==> src/rtl/cnt_sched_pkg.sv <==
// Shared types and helpers for the round-robin counter scheduler.
package cnt_sched_pkg;

  localparam int NREQ_DEF = 4;
  localparam int CW_DEF   = 3;
  // Requester index width; NREQ is at most 8.
  localparam int IDXW     = 3;

  typedef enum logic [1:0] {
    IDLE = 2'd0,
    RUN  = 2'd1,
    DONE = 2'd2
  } state_t;

  // Index of the set bit in a one-hot vector (zero when no bit is set).
  function automatic logic [IDXW-1:0] oh2idx(input logic [7:0] oh);
    logic [IDXW-1:0] idx;
    idx = '0;
    for (int i = 0; i < 8; i++) begin
      if (oh[i]) begin
        idx = idx | IDXW'(i);
      end else begin
        idx = idx;
      end
    end
    return idx;
  endfunction

endpackage

==> src/rtl/cnt_sched_if.sv <==
// Requester-side bus of the counter scheduler.
interface cnt_sched_if #(
  parameter int NREQ = 4,
  parameter int CW   = 3
);
  logic [NREQ-1:0]    req;
  logic [NREQ*CW-1:0] limit;
  logic [NREQ-1:0]    gnt;
  logic [CW-1:0]      cnt;
  logic               tc;
  logic [NREQ-1:0]    done;
  logic               abort;
  logic               busy;

  modport master (
    output req, limit,
    input  gnt, cnt, tc, done, abort, busy
  );

  modport slave (
    input  req, limit,
    output gnt, cnt, tc, done, abort, busy
  );
endinterface

==> src/rtl/cnt_sched_rr_arbiter.sv <==
// Combinational round-robin arbiter: first requester at or after ptr wins.
module rr_arbiter
  import cnt_sched_pkg::*;
#(
  parameter int NREQ = NREQ_DEF
) (
  input  logic [NREQ-1:0] req,
  input  logic [IDXW-1:0] ptr,
  output logic [NREQ-1:0] win_oh,
  output logic [IDXW-1:0] win_idx
);

  logic found_s;

  // Scan offsets 0..NREQ-1 from the pointer, wrapping, and keep the first hit.
  always_comb begin
    win_oh  = '0;
    found_s = 1'b0;
    for (int k = 0; k < NREQ; k++) begin
      for (int i = 0; i < NREQ; i++) begin
        if (!found_s && req[i] && (i == ((int'(ptr) + k) % NREQ))) begin
          win_oh[i] = 1'b1;
          found_s   = 1'b1;
        end else begin
          found_s   = found_s;
        end
      end
    end
  end

  assign win_idx = oh2idx(8'(win_oh));

endmodule

==> src/rtl/cnt_sched.sv <==
// Shares one modulo-(limit+1) up-counter among NREQ requesters, round-robin.
module cnt_sched
  import cnt_sched_pkg::*;
#(
  parameter int NREQ = NREQ_DEF,
  parameter int CW   = CW_DEF
) (
  input  logic        clk,
  input  logic        rst,
  cnt_sched_if.slave  bus
);

  state_t          state_r, state_n_s;
  logic [NREQ-1:0] gnt_r, gnt_n_s, done_r, done_n_s, win_oh_s;
  logic [CW-1:0]   cnt_r, cnt_n_s, lim_r, lim_n_s, win_lim_s;
  logic [IDXW-1:0] ptr_r, ptr_n_s, win_idx_s;
  logic            abort_r, abort_n_s, busy_r;
  logic            any_req_s, owner_req_s, at_lim_s;

  rr_arbiter #(.NREQ(NREQ)) u_arb (
    .req     (bus.req),
    .ptr     (ptr_r),
    .win_oh  (win_oh_s),
    .win_idx (win_idx_s)
  );

  assign any_req_s   = |bus.req;
  assign owner_req_s = |(bus.req & gnt_r);
  assign at_lim_s    = (cnt_r == lim_r);
  assign win_lim_s   = bus.limit[win_idx_s*CW +: CW];

  // State register.
  always_ff @(posedge clk or negedge rst) begin
    if (!rst) begin
      state_r <= IDLE;
    end else begin
      state_r <= state_n_s;
    end
  end

  // Next-state decode; a dropped owner request takes priority over terminal count.
  always_comb begin
    state_n_s = state_r;
    case (state_r)
      IDLE: begin
        if (any_req_s) state_n_s = RUN;
        else           state_n_s = IDLE;
      end
      RUN: begin
        if (!owner_req_s)  state_n_s = IDLE;
        else if (at_lim_s) state_n_s = DONE;
        else               state_n_s = RUN;
      end
      DONE:    state_n_s = IDLE;
      default: state_n_s = IDLE;
    endcase
  end

  // Next values of the registered outputs, limit latch and rr pointer.
  always_comb begin
    gnt_n_s   = gnt_r;
    cnt_n_s   = cnt_r;
    done_n_s  = '0;
    abort_n_s = 1'b0;
    lim_n_s   = lim_r;
    ptr_n_s   = ptr_r;
    case (state_r)
      IDLE: begin
        if (any_req_s) begin
          gnt_n_s = win_oh_s;
          cnt_n_s = '0;
          lim_n_s = win_lim_s;
          ptr_n_s = (win_idx_s == IDXW'(NREQ - 1)) ? '0 : win_idx_s + IDXW'(1'b1);
        end else begin
          gnt_n_s = '0;
          cnt_n_s = '0;
        end
      end
      RUN: begin
        if (!owner_req_s) begin
          gnt_n_s   = '0;
          cnt_n_s   = '0;
          abort_n_s = 1'b1;
        end else if (at_lim_s) begin
          done_n_s  = gnt_r;
          gnt_n_s   = '0;
          cnt_n_s   = '0;
        end else begin
          cnt_n_s   = cnt_r + CW'(1'b1);
        end
      end
      DONE: begin
        gnt_n_s = '0;
        cnt_n_s = '0;
      end
      default: begin
        gnt_n_s = '0;
        cnt_n_s = '0;
      end
    endcase
  end

  // Output, limit-latch and pointer registers.
  always_ff @(posedge clk or negedge rst) begin
    if (!rst) begin
      gnt_r   <= '0;
      cnt_r   <= '0;
      done_r  <= '0;
      abort_r <= 1'b0;
      busy_r  <= 1'b0;
      lim_r   <= '0;
      ptr_r   <= '0;
    end else begin
      gnt_r   <= gnt_n_s;
      cnt_r   <= cnt_n_s;
      done_r  <= done_n_s;
      abort_r <= abort_n_s;
      busy_r  <= (state_n_s != IDLE);
      lim_r   <= lim_n_s;
      ptr_r   <= ptr_n_s;
    end
  end

  assign bus.gnt   = gnt_r;
  assign bus.cnt   = cnt_r;
  assign bus.tc    = (state_r == RUN) && at_lim_s;
  assign bus.done  = done_r;
  assign bus.abort = abort_r;
  assign bus.busy  = busy_r;

endmodule

==> src/flat_wrapper.sv <==
// flat-port wrapper written by rule: the top's interface ports become plain ports
module cnt_sched_flat import cnt_sched_pkg::*;
#(
  parameter int NREQ = NREQ_DEF,
  parameter int CW   = CW_DEF
)
  (clk, rst, bus_req, bus_limit, bus_gnt, bus_cnt, bus_tc, bus_done, bus_abort, bus_busy);
  cnt_sched_if #(.NREQ(NREQ), .CW(CW)) bus_i ();
  input  logic clk;
  input  logic rst;
  input wire logic [$bits(bus_i.req)-1:0] bus_req;
  input wire logic [$bits(bus_i.limit)-1:0] bus_limit;
  output wire logic [$bits(bus_i.gnt)-1:0] bus_gnt;
  output wire logic [$bits(bus_i.cnt)-1:0] bus_cnt;
  output wire logic [$bits(bus_i.tc)-1:0] bus_tc;
  output wire logic [$bits(bus_i.done)-1:0] bus_done;
  output wire logic [$bits(bus_i.abort)-1:0] bus_abort;
  output wire logic [$bits(bus_i.busy)-1:0] bus_busy;
  assign bus_i.req = bus_req;
  assign bus_i.limit = bus_limit;
  assign bus_gnt = bus_i.gnt;
  assign bus_cnt = bus_i.cnt;
  assign bus_tc = bus_i.tc;
  assign bus_done = bus_i.done;
  assign bus_abort = bus_i.abort;
  assign bus_busy = bus_i.busy;
  cnt_sched #(.NREQ(NREQ), .CW(CW)) u_core (.clk(clk), .rst(rst), .bus(bus_i));
endmodule
==> config.mk <==
export PLATFORM = sky130hd
export DESIGN_NAME = cnt_sched_flat
export DESIGN_NICKNAME = d
export VERILOG_FILES = /design/src/rtl/cnt_sched_pkg.sv /design/src/rtl/cnt_sched_if.sv /design/src/rtl/cnt_sched_rr_arbiter.sv /design/src/rtl/cnt_sched.sv /design/src/flat_wrapper.sv
export SDC_FILE = /design/constraint.sdc
export NUM_CORES = 1
export LEC_CHECK = 0
export CAP_MARGIN = 20
export CORE_ASPECT_RATIO = 1.4
export CORE_MARGIN = 4
export CORE_UTILIZATION = 50
export CTS_CLUSTER_DIAMETER = 30
export CTS_CLUSTER_SIZE = 30
export DETAILED_ROUTE_END_ITERATION = 10
export DONT_BUFFER_PORTS = 1
export PLACE_DENSITY_LB_ADDON = 0.15
export SETUP_SLACK_MARGIN = 0.05
export SLEW_MARGIN = 20
export SYNTH_ARGS = -nofsm -noshare
export SYNTH_HDL_FRONTEND = slang
export SYNTH_SLANG_ARGS = --single-unit
export TNS_END_PERCENT = 5
==> constraint.sdc <==
create_clock -name clk -period 1.87 [get_ports clk]
set_clock_uncertainty 0.1 [all_clocks]
set_input_delay 0.374 -clock clk [delete_from_list [all_inputs] [get_ports clk]]
set_output_delay 0.374 -clock clk [all_outputs]
set_load 0.005 [all_outputs]
==> qor.yml <==
floorplan:
  die_h_um: 61.5
  start_util_pct: 52.4
  fp.dieW_um: 46.2
  rows: 19
  io_pins: 32
  core_mm2: 0.00195
  die_area_mm2: 0.00284
timing:
  slew_violations: 0
  max_freq_mhz: 585
  finalSetupViolations: 0
  finalCriticalPeriod_ns: 1.71
  post-route-period-util_pct: 91.4
  worstMarginPinSlew_ns: 0.866
  finalSetupTns_ns: 0
  rsz0062_at_grt: "false"
  relSlewSlack_pct: 42.1
  hold_viol: 0
placement:
  place_area_mm2: 0.00104
  port_buffers: 0
  dpl.hpwl_mm: 1.57
  dp.cells: 118
  place_congestion: 0.914
drt:
  drc: 0
  wl_per_cell_um: 16.4
  postRouteWirelength_mm: 2.02
  via_count: 766
  postRouteAntennaNets: 0
  first_iter_violations: 36
  first_pass_iters: 4
  via_per_inst: 6.23
grt:
  grt_pass1_vias: 724
  use_met2_pct: 26.6
  grt_start_max_net_pins: 21
  antenna_found_initial: 0
  grt_overflow: 0
  grt_first_pass_wirelength_mm: 3.21
  met1_usage_pct: 17.9
  busiest_layer: "met2"
  track_usage_pct: 15.8
  met3_usage_pct: 2.92
synthesis:
  ys_ff_latch: 20
  synth_edf_count: 0
  ys_seq_area_share_pct: 49.0
  ys_warn_count: 0
  synthCells: 98
  synth.area.top_cells: "dfrtp_1 (49%), nand2_1 (4.8%), o211ai_1 (4.4%)"
  yosys-top-cells-count: "dfrtp_1 (20), nand2_1 (13), nor2_1 (11)"
  async_reset_ff_share_pct: 100
  syn_avg_cell_area_um2: 10.4
  synth.distinct_cells: 29
  yosysTopAreaCellShare_pct: 49.0
  ys_dominant_reg_cell: "dfrtp_1"
  syn-num-nets: 117
  synth_most_common_cell: "dfrtp_1"
  synth_area_mm2: 0.00102
  yosysTopAreaCell: "dfrtp_1"
min_path:
  worstHoldStart: "bus_req[0]"
  hold_path_depth: 1
  hold-path-endpoint: "u_core.bus.gnt[0]$_DFFE_PN0P_"
  hold_path_class: "in2reg"
final_layout:
  drive_gt1_share_pct: 9.80
  regArea_um2: 500
  area_growth_syn_to_layout_pct: 6.01
  multi_input_area_um2: 505
  fin_cells: 123
  postLayoutCellArea_mm2: 0.00108
  final_nets: 122
  num-fill-cells: 179
  n_antenna_cell: 0
pwr:
  ir_worst_vdd_v: 0.000792
  p_leak_nw: 0.493
  power-per-cell-area_mw_per_mm2: 1450
setup_path:
  timing.rr.end: "u_core.ptr_r[1]$_DFFE_PN0P_"
  startpoint_type: "register"
  r2r_start: "u_core.ptr_r[0]$_DFFE_PN0P_"
  worstPathRequired_ns: 1.40
  cp_max_fo: 4
  cp.arrival_ns: 1.23
  r2r_cells: 5
  cp-end-kind: "output port"
  rrSetupSlack_ns: 0.29
  path_class: "reg2out"
run:
  drv_cap: 0
clock_network:
  cts-buffers-inserted: 3
  clk_pin_slew_ns: 0.11
  cts_max_level: 1
  clk-insertion-delay-late_ns: 0.29
  cts_root_buffer: "clkbuf_4"
  tritoncts: "built"
  cts_buffer_depth: 2
  clock-sinks: 20
outcome:
  status: "completed"
## repair_timing
| item | CTS | global route |
|---|---|---|
| setup buffers | 0 | 0 |
| resized for setup | 0 | 0 |
| endpoints found under the hold margin | 20 | 0 |
| hold buffers | 1 | 0 |
## area by class of cell
class | count | area share (%)
repair buffers | 1 | 0.925
clock buffers | 4 | 3.35
well taps | 21 | 2.43
flip-flops and latches | 20 | 46.2
multi-input cells | 76 | 46.7
inverters | 1 | 0.347
## how the worst max path moves through the flow
stage	cells after the start	start	end
after global placement	5	u_core.ptr_r[0]$_DFFE_PN0P_	u_core.lim_r[2]$_DFFE_PN0P_
final	3	u_core.bus.cnt[2]$_DFF_PN0_	bus_tc
after global routing	3	u_core.bus.cnt[2]$_DFF_PN0_	bus_tc
after floorplan	5	u_core.ptr_r[0]$_DFFE_PN0P_	u_core.lim_r[2]$_DFFE_PN0P_
after detailed placement	5	bus_req[3]	u_core.lim_r[1]$_DFFE_PN0P_
after CTS	3	u_core.bus.cnt[0]$_DFF_PN0_	bus_tc
## cell families after synthesis
| family | synth area share, % |
|---|---|
| simple gates | 21.1 |
| compound gates | 20.8 |
| xor+xnor | 3.43 |
| fa+ha+maj | 1.23 |
| mux | 2.94 |
| buf+inv | 1.47 |
| flops | 49.0 |
## layer usage
metal / wire (um) / vias to the layer above
met4: 23 / 0
met5: 0 / -
met1: 807 / 368
met3: 165 / 2
li1: - / 363
met2: 1030 / 33
## worst max-delay path, cell delays in order (launching register included)
cell     delay [ns]
dfrtp_1        0.45
xnor2_1        0.15
nand3_1        0.15
nor2_1         0.19
## state kept, by name, summed over array words and instances, names as in the netlist
name,cells
u_core.bus.abort,1
u_core.bus.gnt,4
u_core.bus.done,4
u_core.bus.cnt,3
u_core.ptr_r,2
u_core.bus.busy,1
u_core.state_r,2
u_core.lim_r,3
## where the power goes
group / internal, mW / switching [mW]
Clock: 0.119 / 0.125
Sequential: 0.563 / 0.139
Combinational: 0.266 / 0.363
Total: 0.947 / 0.627
## stage by stage
stage	hold WS [ns]	power, mW	setup slack, ns	util [%]
after floorplan	-0.0216	1.22	0.453	-
after global placement	-0.0211	1.32	0.329	53.1
after detailed placement	-0.0211	1.33	0.322	53.1
after CTS	0.138	1.59	0.131	55.5
after global routing	0.136	1.70	0.0582	55.5
final	0.139	1.57	0.161	55.5
## cells in the final DEF, fill, tap and decap left out, types with 2 or more instances in the layout
cell type and count:
nand2_1 13, xnor2_1 4, and2_1 5, a32o_1 2, a211o_1 3, nor2b_2 2, o22ai_1 2, nand3_1 2
nor2_1 11, a22oi_1 2, o211ai_1 6, dfrtp_1 20, nand2b_1 6, nor2b_1 2, o21ai_1 2, clkbuf_4 3
mux2i_1 3
No activity file was read; power rests on OpenSTA's default activity.
